`src/rtl/column_event_queue_if.sv`:
```
// ----------------------------------------------------------------------------
// column_event_queue_if
// APB3 completer-side bundle for column_event_queue.
//   PSEL/PENABLE/PWRITE : transfer select, access phase, direction
//   PADDR/PWDATA        : address (only [11:0] decoded) and write data
//   PRDATA              : registered read data
//   PREADY/PSLVERR      : always ready, never error
// ----------------------------------------------------------------------------
interface column_event_queue_if;
    logic        PSEL;
    logic        PENABLE;
    logic        PWRITE;
    logic [31:0] PADDR;
    logic [31:0] PWDATA;
    logic [31:0] PRDATA;
    logic        PREADY;
    logic        PSLVERR;

    modport master (
        output PSEL, PENABLE, PWRITE, PADDR, PWDATA,
        input  PRDATA, PREADY, PSLVERR
    );

    modport slave (
        input  PSEL, PENABLE, PWRITE, PADDR, PWDATA,
        output PRDATA, PREADY, PSLVERR
    );
endinterface

```
`src/rtl/column_event_queue.sv`:
```
// ----------------------------------------------------------------------------
// column_event_queue
// Break-beam column sensors -> debounced events -> FIFO drained over APB.
//   PCLK, PRESET : clock, asynchronous active-high reset
//   apb          : APB3 completer (STATUS 0x200, POP 0x204, CTRL 0x208)
//   COL_N        : raw active-low sensors, asynchronous to PCLK
//   IRQ          : registered, high while the event FIFO is not empty
// Optional feature: define LOCKOUT_EN to add a per-column re-trigger lockout
// of LOCKOUT_CYCLES clocks after each pushed or dropped event.
// ----------------------------------------------------------------------------
module column_event_queue #(
    parameter int unsigned NUM_COLS       = 7,
    parameter int unsigned DEBOUNCE_BITS  = 16,
    parameter int unsigned FIFO_DEPTH     = 8,
    parameter int unsigned LOCKOUT_CYCLES = 1000000
) (
    input  logic                 PCLK,
    input  logic                 PRESET,
    column_event_queue_if.slave  apb,
    input  logic [NUM_COLS-1:0]  COL_N,
    output logic                 IRQ
);
    localparam int unsigned PTR_W = $clog2(FIFO_DEPTH);
    localparam int unsigned CNT_W = PTR_W + 1;
    localparam logic [11:0] ADDR_STATUS = 12'h200;
    localparam logic [11:0] ADDR_POP    = 12'h204;
    localparam logic [11:0] ADDR_CTRL   = 12'h208;

    if (NUM_COLS < 1 || NUM_COLS > 8 || DEBOUNCE_BITS < 1 || FIFO_DEPTH < 2 ||
        FIFO_DEPTH > 128 || (FIFO_DEPTH & (FIFO_DEPTH - 1)) != 0 ||
        LOCKOUT_CYCLES < 1) begin : g_param_check
        $error("column_event_queue: illegal parameter set");
    end

    typedef struct packed {
        logic [7:0] seq;
        logic [2:0] col;
    } entry_t;

    // ------------------------------------------------------------------ APB
    logic [11:0] addr;
    logic        setup, access, pop, ctrl_wr, flush;
    logic        unused_apb;

    assign addr       = apb.PADDR[11:0];
    assign setup      = apb.PSEL & ~apb.PENABLE;
    assign access     = apb.PSEL & apb.PENABLE;
    assign ctrl_wr    = access & apb.PWRITE & (addr == ADDR_CTRL);
    assign flush      = ctrl_wr & apb.PWDATA[1];
    assign unused_apb = ^{apb.PADDR[31:12], apb.PWDATA[31:3]};
    assign apb.PREADY  = 1'b1;
    assign apb.PSLVERR = 1'b0;

    // ------------------------------------------------------ input conditioning
    logic [NUM_COLS-1:0]      meta_q, sync_q, stable_q, stable_dly_q, rise;
    logic [DEBOUNCE_BITS-1:0] db_cnt_q [NUM_COLS];

    always_ff @(posedge PCLK or posedge PRESET) begin
        if (PRESET) begin
            meta_q       <= '0;
            sync_q       <= '0;
            stable_q     <= '0;
            stable_dly_q <= '0;
            for (int i = 0; i < NUM_COLS; i++) db_cnt_q[i] <= '0;
        end else begin
            // NOTE: non-blocking assignments keep every flop sampling the
            // pre-edge values, so meta_q -> sync_q really is two stages.
            meta_q       <= ~COL_N;
            sync_q       <= meta_q;
            stable_dly_q <= stable_q;
            for (int i = 0; i < NUM_COLS; i++) begin
                if (sync_q[i] == stable_q[i]) begin
                    db_cnt_q[i] <= '0;
                end else begin
                    // Rolls over to zero on the same edge the state toggles.
                    db_cnt_q[i] <= db_cnt_q[i] + 1'b1;
                    if (&db_cnt_q[i]) stable_q[i] <= ~stable_q[i];
                end
            end
        end
    end

    assign rise = stable_q & ~stable_dly_q;

    // ---------------------------------------------------------- state regs
    logic [NUM_COLS-1:0] pending_q, pending_d, event_in, svc_onehot;
    logic                svc_valid, push, drop;
    logic [2:0]          svc_col;
    logic [CNT_W-1:0]    count_q, count_d;
    logic [PTR_W-1:0]    wr_ptr_q, wr_ptr_d, rd_ptr_q, rd_ptr_d;
    logic [7:0]          seq_q, seq_d;
    logic                overflow_q, overflow_d, enable_q, enable_d;
    logic                empty, full, irq_q;
    logic [31:0]         prdata_q, rd_data;
    entry_t              mem_q [FIFO_DEPTH];
    entry_t              head;

    assign empty = (count_q == '0);
    assign full  = (count_q == CNT_W'(FIFO_DEPTH));
    assign head  = mem_q[rd_ptr_q];
    assign pop   = access & ~apb.PWRITE & (addr == ADDR_POP) & ~empty;

`ifdef LOCKOUT_EN
    localparam int unsigned LOCK_W = $clog2(LOCKOUT_CYCLES + 1);
    logic [LOCK_W-1:0]   lock_q [NUM_COLS];
    logic [NUM_COLS-1:0] locked;

    always_comb begin
        for (int i = 0; i < NUM_COLS; i++) locked[i] = (lock_q[i] != '0);
    end

    always_ff @(posedge PCLK or posedge PRESET) begin
        if (PRESET) begin
            for (int i = 0; i < NUM_COLS; i++) lock_q[i] <= '0;
        end else begin
            for (int i = 0; i < NUM_COLS; i++) begin
                if (flush)                    lock_q[i] <= '0;
                else if (svc_onehot[i])       lock_q[i] <= LOCK_W'(LOCKOUT_CYCLES);
                else if (locked[i])           lock_q[i] <= lock_q[i] - 1'b1;
            end
        end
    end

    assign event_in = rise & ~locked & {NUM_COLS{enable_q}};
`else
    assign event_in = rise & {NUM_COLS{enable_q}};
`endif

    // Fixed priority: the downward scan leaves the lowest pending index.
    always_comb begin
        // NOTE: every combinational output gets a default before any branch,
        // otherwise the unassigned paths would infer latches.
        svc_valid  = 1'b0;
        svc_col    = '0;
        svc_onehot = '0;
        for (int i = NUM_COLS - 1; i >= 0; i--) begin
            if (pending_q[i]) begin
                svc_valid     = 1'b1;
                svc_col       = 3'(i);
                svc_onehot    = '0;
                svc_onehot[i] = 1'b1;
            end
        end
    end

    // A same-cycle pop frees the slot the push needs; flush discards the
    // arbiter result without counting it as an overflow.
    assign push = svc_valid & ~flush & (~full | pop);
    assign drop = svc_valid & ~flush & full & ~pop;

    always_comb begin
        pending_d  = (pending_q & ~svc_onehot) | event_in;
        wr_ptr_d   = wr_ptr_q + PTR_W'(push);
        rd_ptr_d   = rd_ptr_q + PTR_W'(pop);
        count_d    = count_q + CNT_W'(push) - CNT_W'(pop);
        seq_d      = seq_q + 8'(push);
        overflow_d = overflow_q;
        enable_d   = enable_q;
        if (ctrl_wr) begin
            enable_d = apb.PWDATA[2];
            if (apb.PWDATA[0]) overflow_d = 1'b0;
        end
        if (drop) overflow_d = 1'b1;
        if (flush) begin
            pending_d = '0;
            wr_ptr_d  = '0;
            rd_ptr_d  = '0;
            count_d   = '0;
        end
    end

    always_comb begin
        rd_data = '0;
        unique case (addr)
            ADDR_STATUS: rd_data = {20'h0, 8'(count_q), enable_q, overflow_q, full, empty};
            ADDR_POP:    rd_data = empty ? 32'h8000_0000 : {16'h0, head.seq, 5'h0, head.col};
            default:     rd_data = '0;
        endcase
    end

    always_ff @(posedge PCLK or posedge PRESET) begin
        if (PRESET) begin
            pending_q  <= '0;
            wr_ptr_q   <= '0;
            rd_ptr_q   <= '0;
            count_q    <= '0;
            seq_q      <= '0;
            overflow_q <= 1'b0;
            enable_q   <= 1'b1;
            irq_q      <= 1'b0;
            prdata_q   <= '0;
        end else begin
            pending_q  <= pending_d;
            wr_ptr_q   <= wr_ptr_d;
            rd_ptr_q   <= rd_ptr_d;
            count_q    <= count_d;
            seq_q      <= seq_d;
            overflow_q <= overflow_d;
            enable_q   <= enable_d;
            irq_q      <= ~empty;
            if (setup) prdata_q <= rd_data;
        end
    end

    // NOTE: the storage array has no reset; count/pointers decide validity
    // and empty reads are masked, so stale contents are never visible.
    always_ff @(posedge PCLK) begin
        if (push) mem_q[wr_ptr_q] <= '{seq: seq_q, col: svc_col};
    end

    assign apb.PRDATA = prdata_q;
    assign IRQ        = irq_q;
endmodule
```
`src/flat_wrapper.sv`:
```
// flat-port wrapper written by rule: the top's interface ports become plain ports
module column_event_queue_flat 
#(
    parameter int unsigned NUM_COLS       = 7,
    parameter int unsigned DEBOUNCE_BITS  = 16,
    parameter int unsigned FIFO_DEPTH     = 8,
    parameter int unsigned LOCKOUT_CYCLES = 1000000
)
  (PCLK, PRESET, COL_N, IRQ, apb_PSEL, apb_PENABLE, apb_PWRITE, apb_PADDR, apb_PWDATA, apb_PRDATA, apb_PREADY, apb_PSLVERR);
  column_event_queue_if apb_i ();
  input  logic PCLK;
  input  logic PRESET;
  input  logic [NUM_COLS-1:0] COL_N;
  output logic IRQ;
  input wire logic [$bits(apb_i.PSEL)-1:0] apb_PSEL;
  input wire logic [$bits(apb_i.PENABLE)-1:0] apb_PENABLE;
  input wire logic [$bits(apb_i.PWRITE)-1:0] apb_PWRITE;
  input wire logic [$bits(apb_i.PADDR)-1:0] apb_PADDR;
  input wire logic [$bits(apb_i.PWDATA)-1:0] apb_PWDATA;
  output wire logic [$bits(apb_i.PRDATA)-1:0] apb_PRDATA;
  output wire logic [$bits(apb_i.PREADY)-1:0] apb_PREADY;
  output wire logic [$bits(apb_i.PSLVERR)-1:0] apb_PSLVERR;
  assign apb_i.PSEL = apb_PSEL;
  assign apb_i.PENABLE = apb_PENABLE;
  assign apb_i.PWRITE = apb_PWRITE;
  assign apb_i.PADDR = apb_PADDR;
  assign apb_i.PWDATA = apb_PWDATA;
  assign apb_PRDATA = apb_i.PRDATA;
  assign apb_PREADY = apb_i.PREADY;
  assign apb_PSLVERR = apb_i.PSLVERR;
  column_event_queue #(.NUM_COLS(NUM_COLS), .DEBOUNCE_BITS(DEBOUNCE_BITS), .FIFO_DEPTH(FIFO_DEPTH), .LOCKOUT_CYCLES(LOCKOUT_CYCLES)) u_core (.PCLK(PCLK), .PRESET(PRESET), .apb(apb_i), .COL_N(COL_N), .IRQ(IRQ));
endmodule
```
`config.mk`:
```
export PLATFORM = sky130hd
export DESIGN_NAME = column_event_queue_flat
export DESIGN_NICKNAME = d
export VERILOG_FILES = /design/src/rtl/column_event_queue_if.sv /design/src/rtl/column_event_queue.sv /design/src/flat_wrapper.sv
export SDC_FILE = /design/constraint.sdc
export NUM_CORES = 1
export LEC_CHECK = 0
export BUFFER_PORTS_ARGS = -buffer_cell sky130_fd_sc_hd__buf_2
export CORE_ASPECT_RATIO = 0.6
export CORE_UTILIZATION = 40
export DETAILED_ROUTE_END_ITERATION = 8
export GPL_ROUTABILITY_DRIVEN = 0
export GPL_TIMING_DRIVEN = 0
export PLACE_DENSITY = 0.59
export SLEW_MARGIN = 20
export SYNTH_ARGS = -nofsm -noshare
export SYNTH_HDL_FRONTEND = slang
export SYNTH_SLANG_ARGS = --single-unit
```
`constraint.sdc`:
```
create_clock -name PCLK -period 9.4 [get_ports PCLK]
set_input_delay 1.41 -clock PCLK [delete_from_list [all_inputs] [get_ports PCLK]]
set_output_delay 1.41 -clock PCLK [all_outputs]
set_load 0.05 [all_outputs]
```
# Word level (Yosys, flattened, before mapping)
# Memories as Yosys holds them, arrays and structs flattened.
# Index checks and enable logic that the tools add are counted.
# Widths: inputs -> output; s select.
[word_totals]
regBits = 200
ramBits = 88
input_bits = 76
output_inout_bits = 35
n_memories = 1
[memory_table]
columns = ["memory", "words", "word_bits", "rd", "rd_clocked_by_memory_dff", "wr", "line", "source"]
rows = [
  ["u_core.mem_q", 8, 11, 1, 0, 1, "column_event_queue.sv:95", "entry_t mem_q [FIFO_DEPTH];"],
]
[op_classes]
addsub = 12
n_eq_ne = 11
mux = 39
n_bitwise = 40
n_reduce_logical = 11
[op_table]
columns = ["operator", "count"]
rows = [
  ["$reduce_and 17->1", 7],
  ["$add 16x1->16 const B", 7],
  ["$mux 16", 7],
  ["$pmux 32 s2", 1],
  ["$mux 7", 8],
  ["$eq 12x10->1 const B", 3],
  ["$mux 32", 1],
  ["$mux 3", 9],
  ["$and 7x7->7", 3],
  ["$not 7->7", 3],
  ["$not 1->1", 20],
  ["$and 1x1->1", 12],
  ["$mux 1", 12],
  ["$add 8x1->8", 1],
  ["$eq 1x1->1", 7],
  ["$or 7x7->7", 1],
  ["$add 3x1->3", 2],
  ["$add 4x1->4", 1],
  ["$eq 4x4->1 const B", 1],
  ["$logic_not 4->1", 1],
  ["$mux 4", 1],
  ["$reduce_bool 2->1", 2],
  ["$sub 4x1->4", 1],
  ["$reduce_and 2->1", 1],
  ["$or 1x1->1", 1],
]

# Logic depth before layout (Yosys ltp)
[logic_depth]
ltp_word = 12
mapped_depth = 15

# Least setup slack after synthesis
# Ideal clock, no wire load.
[synth_path]
kind = "input port to flip-flop"
from = "input apb_PADDR[7]"
to = "memory u_core.mem_q[5][0] (netlist name), enable pin"
arrival_time_ns = 4.227
t_required_ns = 8.988
slack_ns = 4.760
cell_stages = 4
cell_sequence = "or4b_4 > or4b_4 > o41a_1 > nor4b_1"
[synth_between]
elab_chain_cells = 8
[synth_lines]
columns = ["element", "line", "source"]
rows = [
  ["start, declared", "flat_wrapper.sv:18", "input wire logic [$bits(apb_i.PADDR)-1:0] apb_PADDR;"],
  ["$eq 12x10->1", "column_event_queue.sv:48", "assign ctrl_wr = access & apb.PWRITE & (addr == ADDR_CTRL);"],
  ["$and 1x1->1", "column_event_queue.sv:48", ""],
  ["$and 1x1->1", "column_event_queue.sv:49", "assign flush = ctrl_wr & apb.PWDATA[1];"],
  ["$not 1->1", "column_event_queue.sv:148", "assign push = svc_valid & ~flush & (~full | pop);"],
  ["$and 1x1->1", "column_event_queue.sv:148", ""],
  ["$and 1x1->1 *", "column_event_queue.sv:148", ""],
  ["$mux 1 *", "column_event_queue.sv:208", "if (push) mem_q[wr_ptr_q] <= '{seq: seq_q, col: svc_col};"],
  ["$mux 1 (implied by the code) *", "column_event_queue.sv:208", ""],
  ["end, declared", "column_event_queue.sv:95", ""],
]
# Mark *: on every way between the ends. The rest lies on a longest branch, timed or not.

# Worst setup path in the final report
[layout_path]
from = "input apb_PADDR[7]"
to = "register u_core.count_q[2]"
[layout_between]
elab_chain_cells = 9
[layout_lines]
columns = ["element", "line", "source"]
rows = [
  ["$eq 12x10->1", "column_event_queue.sv:48", ""],
  ["$and 1x1->1", "column_event_queue.sv:48", ""],
  ["$and 1x1->1", "column_event_queue.sv:49", ""],
  ["$not 1->1", "column_event_queue.sv:148", ""],
  ["$and 1x1->1 (2 in a row)", "column_event_queue.sv:148", ""],
  ["$add 4x1->4", "column_event_queue.sv:155", "count_d = count_q + CNT_W'(push) - CNT_W'(pop);"],
  ["$sub 4x1->4", "column_event_queue.sv:155", ""],
  ["$mux 4 *", "column_event_queue.sv:164", "if (flush) begin"],
  ["via u_core.count_d[2]", "column_event_queue.sv:89", "logic [CNT_W-1:0] count_q, count_d;"],
  ["end signal, assigned", "column_event_queue.sv:196", "count_q <= count_d;"],
  ["end, declared", "column_event_queue.sv:89", ""],
]
# The timed path passes the listed nets; every way through them passes the cells marked *.
# A chain may end at the register's enable or synchronous reset.

==> reports/metrics.cfg <==
[timing]
setup_viol_count_final = 0
worst_pin_slew_ns = 0.9900
clock.fmax_ghz = 0.2374
hold_violations = 0
whs_ns = 0.3486
rsz0062_at_grt = no
setup_tns_ns = 0
timing.final.crit_share_pct = 44.81
clock-skew-final_ns = 0.03371
drv_slew = 0
finalWorstSetupSlack_ns = 5.188
slew_headroom_pct = 34.00
period_minus_slack_ns = 4.212

[clocking]
clk_pin_slew_ns = 0.06
cts.sinks = 273
postCtsHoldBufs = 0
htree_num_levels = 1
postCtsSetupBuffers = 0
clock_path_buffers = 3
clock_latency_ns = 0.55
cts_buffers = 27
cts_tree = done
ctsResizeCount = 0
clockRootBuffer = clkbuf_16

[global_routing]
grt_first_pass_wirelength_um = 36880
grt_pass1_vias = 6841
grt_max_degree = 102
antenna_found_initial = 0
overflow = 0
grt.total_usage_pct = 15.37

[layout]
nets = 1133
final_area_um2 = 13610
antennaDiodeCount = 0
layout_commonest_cell = dfrtp_1
post-route-util_pct = 47.31
final_cells = 1433
layout_common_cells = dfrtp_1 (184), nor2_1 (108), edfxtp_1 (88), xnor2_1 (65), nand2_1 (49)
layout-drive-gt1-share_pct = 16.35
areaGrowthSynthToFinish_pct = 16.01

[floorplan]
die_w_um = 223.1
pin_count = 111
num_rows = 48
dieArea_um2 = 30040
fp.dieH_um = 134.7
start_util_pct = 40.78
core_area_um2 = 28770

[route]
ant_nets = 0
dr.pass1.iters = 6
first_iter_violations = 506
wl_um = 22400
drc = 0
wl_per_cell_um = 15.63
vias_per_cell = 5.020
num_vias = 7194

[synth]
synth_area_um2 = 11730
synth_seq_cells = 273
postSynthAreaPerCell_um2 = 12.49
ys_types = 55
synth-edff-count = 88
async_reset_ff_share_pct = 67.77
synthCells = 939
ys_seq_area_share_pct = 61.99
synth-warning-count = 0
synth_ff_type = dfrtp_1

[placed_design]
dpl.hpwl_um = 14890
dp_cells = 1383
place_ws_ns = 4.629
placedInstanceArea_um2 = 12680
port_buffers = 44

[worst_setup_path]
path_max_fanout = 10
crit_path_start_kind = input port
r2r_cells = 14
worst-endpoint-arrival_ns = 4.63
worstSetupPathType = input port to flip-flop
crit_path_end_kind = flip-flop
cp_data_required_time_ns = 9.82

[power]
leakage_nw = 5.300
vdd_drop_max_uv = 118.5
power_mw = 2.479
power_density_nw_per_um2 = 182.1

[run]
drv_cap = 0

[worst_hold_path]
hp-class = flip-flop to flip-flop
hold_depth = 0

[run_status]
status = finished, final reports clean

[where the power goes]
part | switching (mW) | internal [mW] | leakage [nW]
sequential | 0.0113 | 1.24 | 3.26
combinational | 0.0648 | 0.0347 | 1.59
clock | 0.458 | 0.673 | 0.448
[final cells by class]
cell class	count	area [um^2]
Timing Repair Buffer	54	336.6
Clock inverter	13	178.9
Buffer	41	226.5
Tap cell	375	469.2
Fill cell	2595	15160
Sequential cell	273	7273
Inverter	35	138.9
Clock buffer	37	753.2
Multi-Input combinational cell	605	4234
[state kept, by name, summed over array words and instances (netlist names), 4 cells and up]
register / flops
u_core.sync_q: 7
u_core.apb.PRDATA: 17
u_core.mem_q: 88
u_core.pending_q: 7
u_core.db_cnt_q: 112
u_core.seq_q: 8
u_core.count_q: 4
u_core.stable_dly_q: 7
u_core.stable_q: 7
u_core.meta_q: 7
[cell families (layout without fill, tap and decap cells)]
logic type / Yosys count / in the layout / synth area share [%]
simple gates: 350 / 350 / 15.47
flops: 273 / 273 / 61.99
xor+xnor: 87 / 87 / 6.495
compound gates: 86 / 86 / 4.415
buf+inv: 76 / 180 / 3.050
mux: 45 / 45 / 6.313
fa+ha+maj: 20 / 20 / 2.197
other cells: 2 / 17 / 0.06401
[synthesized netlist by cell type (22+ instances only)]
cell type / count / area [um^2]
a21oi_1: 31 / 155.2
dfrtp_1: 184 / 4604
edfxtp_1: 88 / 2643
inv_1: 35 / 131.4
mux4_2: 22 / 495.5
nand2_1: 49 / 183.9
nand3_1: 37 / 185.2
nand4_1: 25 / 156.4
nor2_1: 108 / 405.4
nor3_1: 30 / 150.1
o21ai_0: 30 / 150.1
xnor2_1: 65 / 569.3
xor2_1: 22 / 192.7
[routing by layer]
metal	share of wire [%]	global-route usage, %	up-vias
met4	1.8	3.525	0
met2	40	20.99	108
met3	3.5	2.829	32
li1	-	-	3527
met5	0	0	-
met1	55	24.86	3527
[final timing paths]
check,from,slack (ns),endpoint
max,apb_PADDR[7],5.19,u_core.count_q[2]$_DFF_PP0_
min,u_core.meta_q[6]$_DFF_PP0_,0.35,u_core.sync_q[6]$_DFF_PP0_
max reg2reg,u_core.count_q[2]$_DFF_PP0_,6.21,u_core.count_q[2]$_DFF_PP0_
min reg2reg,u_core.meta_q[6]$_DFF_PP0_,0.35,u_core.sync_q[6]$_DFF_PP0_
max in group asynchronous,PRESET,7.52,u_core.db_cnt_q[49]$_DFF_PP0_
min in group asynchronous,PRESET,0.95,u_core.db_cnt_q[98]$_DFF_PP0_
[worst max-delay path: stages]
cell     delay [ns]
buf_2          0.10
or4b_4         0.57
or4b_4         0.55
o41a_1         0.49
buf_6          0.20
or2_1          0.23
ha_1           0.27
inv_1          0.04
ha_1           0.19
fa_1           0.39
xnor2_1        0.14
nor2_1         0.05
(Power assumes the default switching activity.)
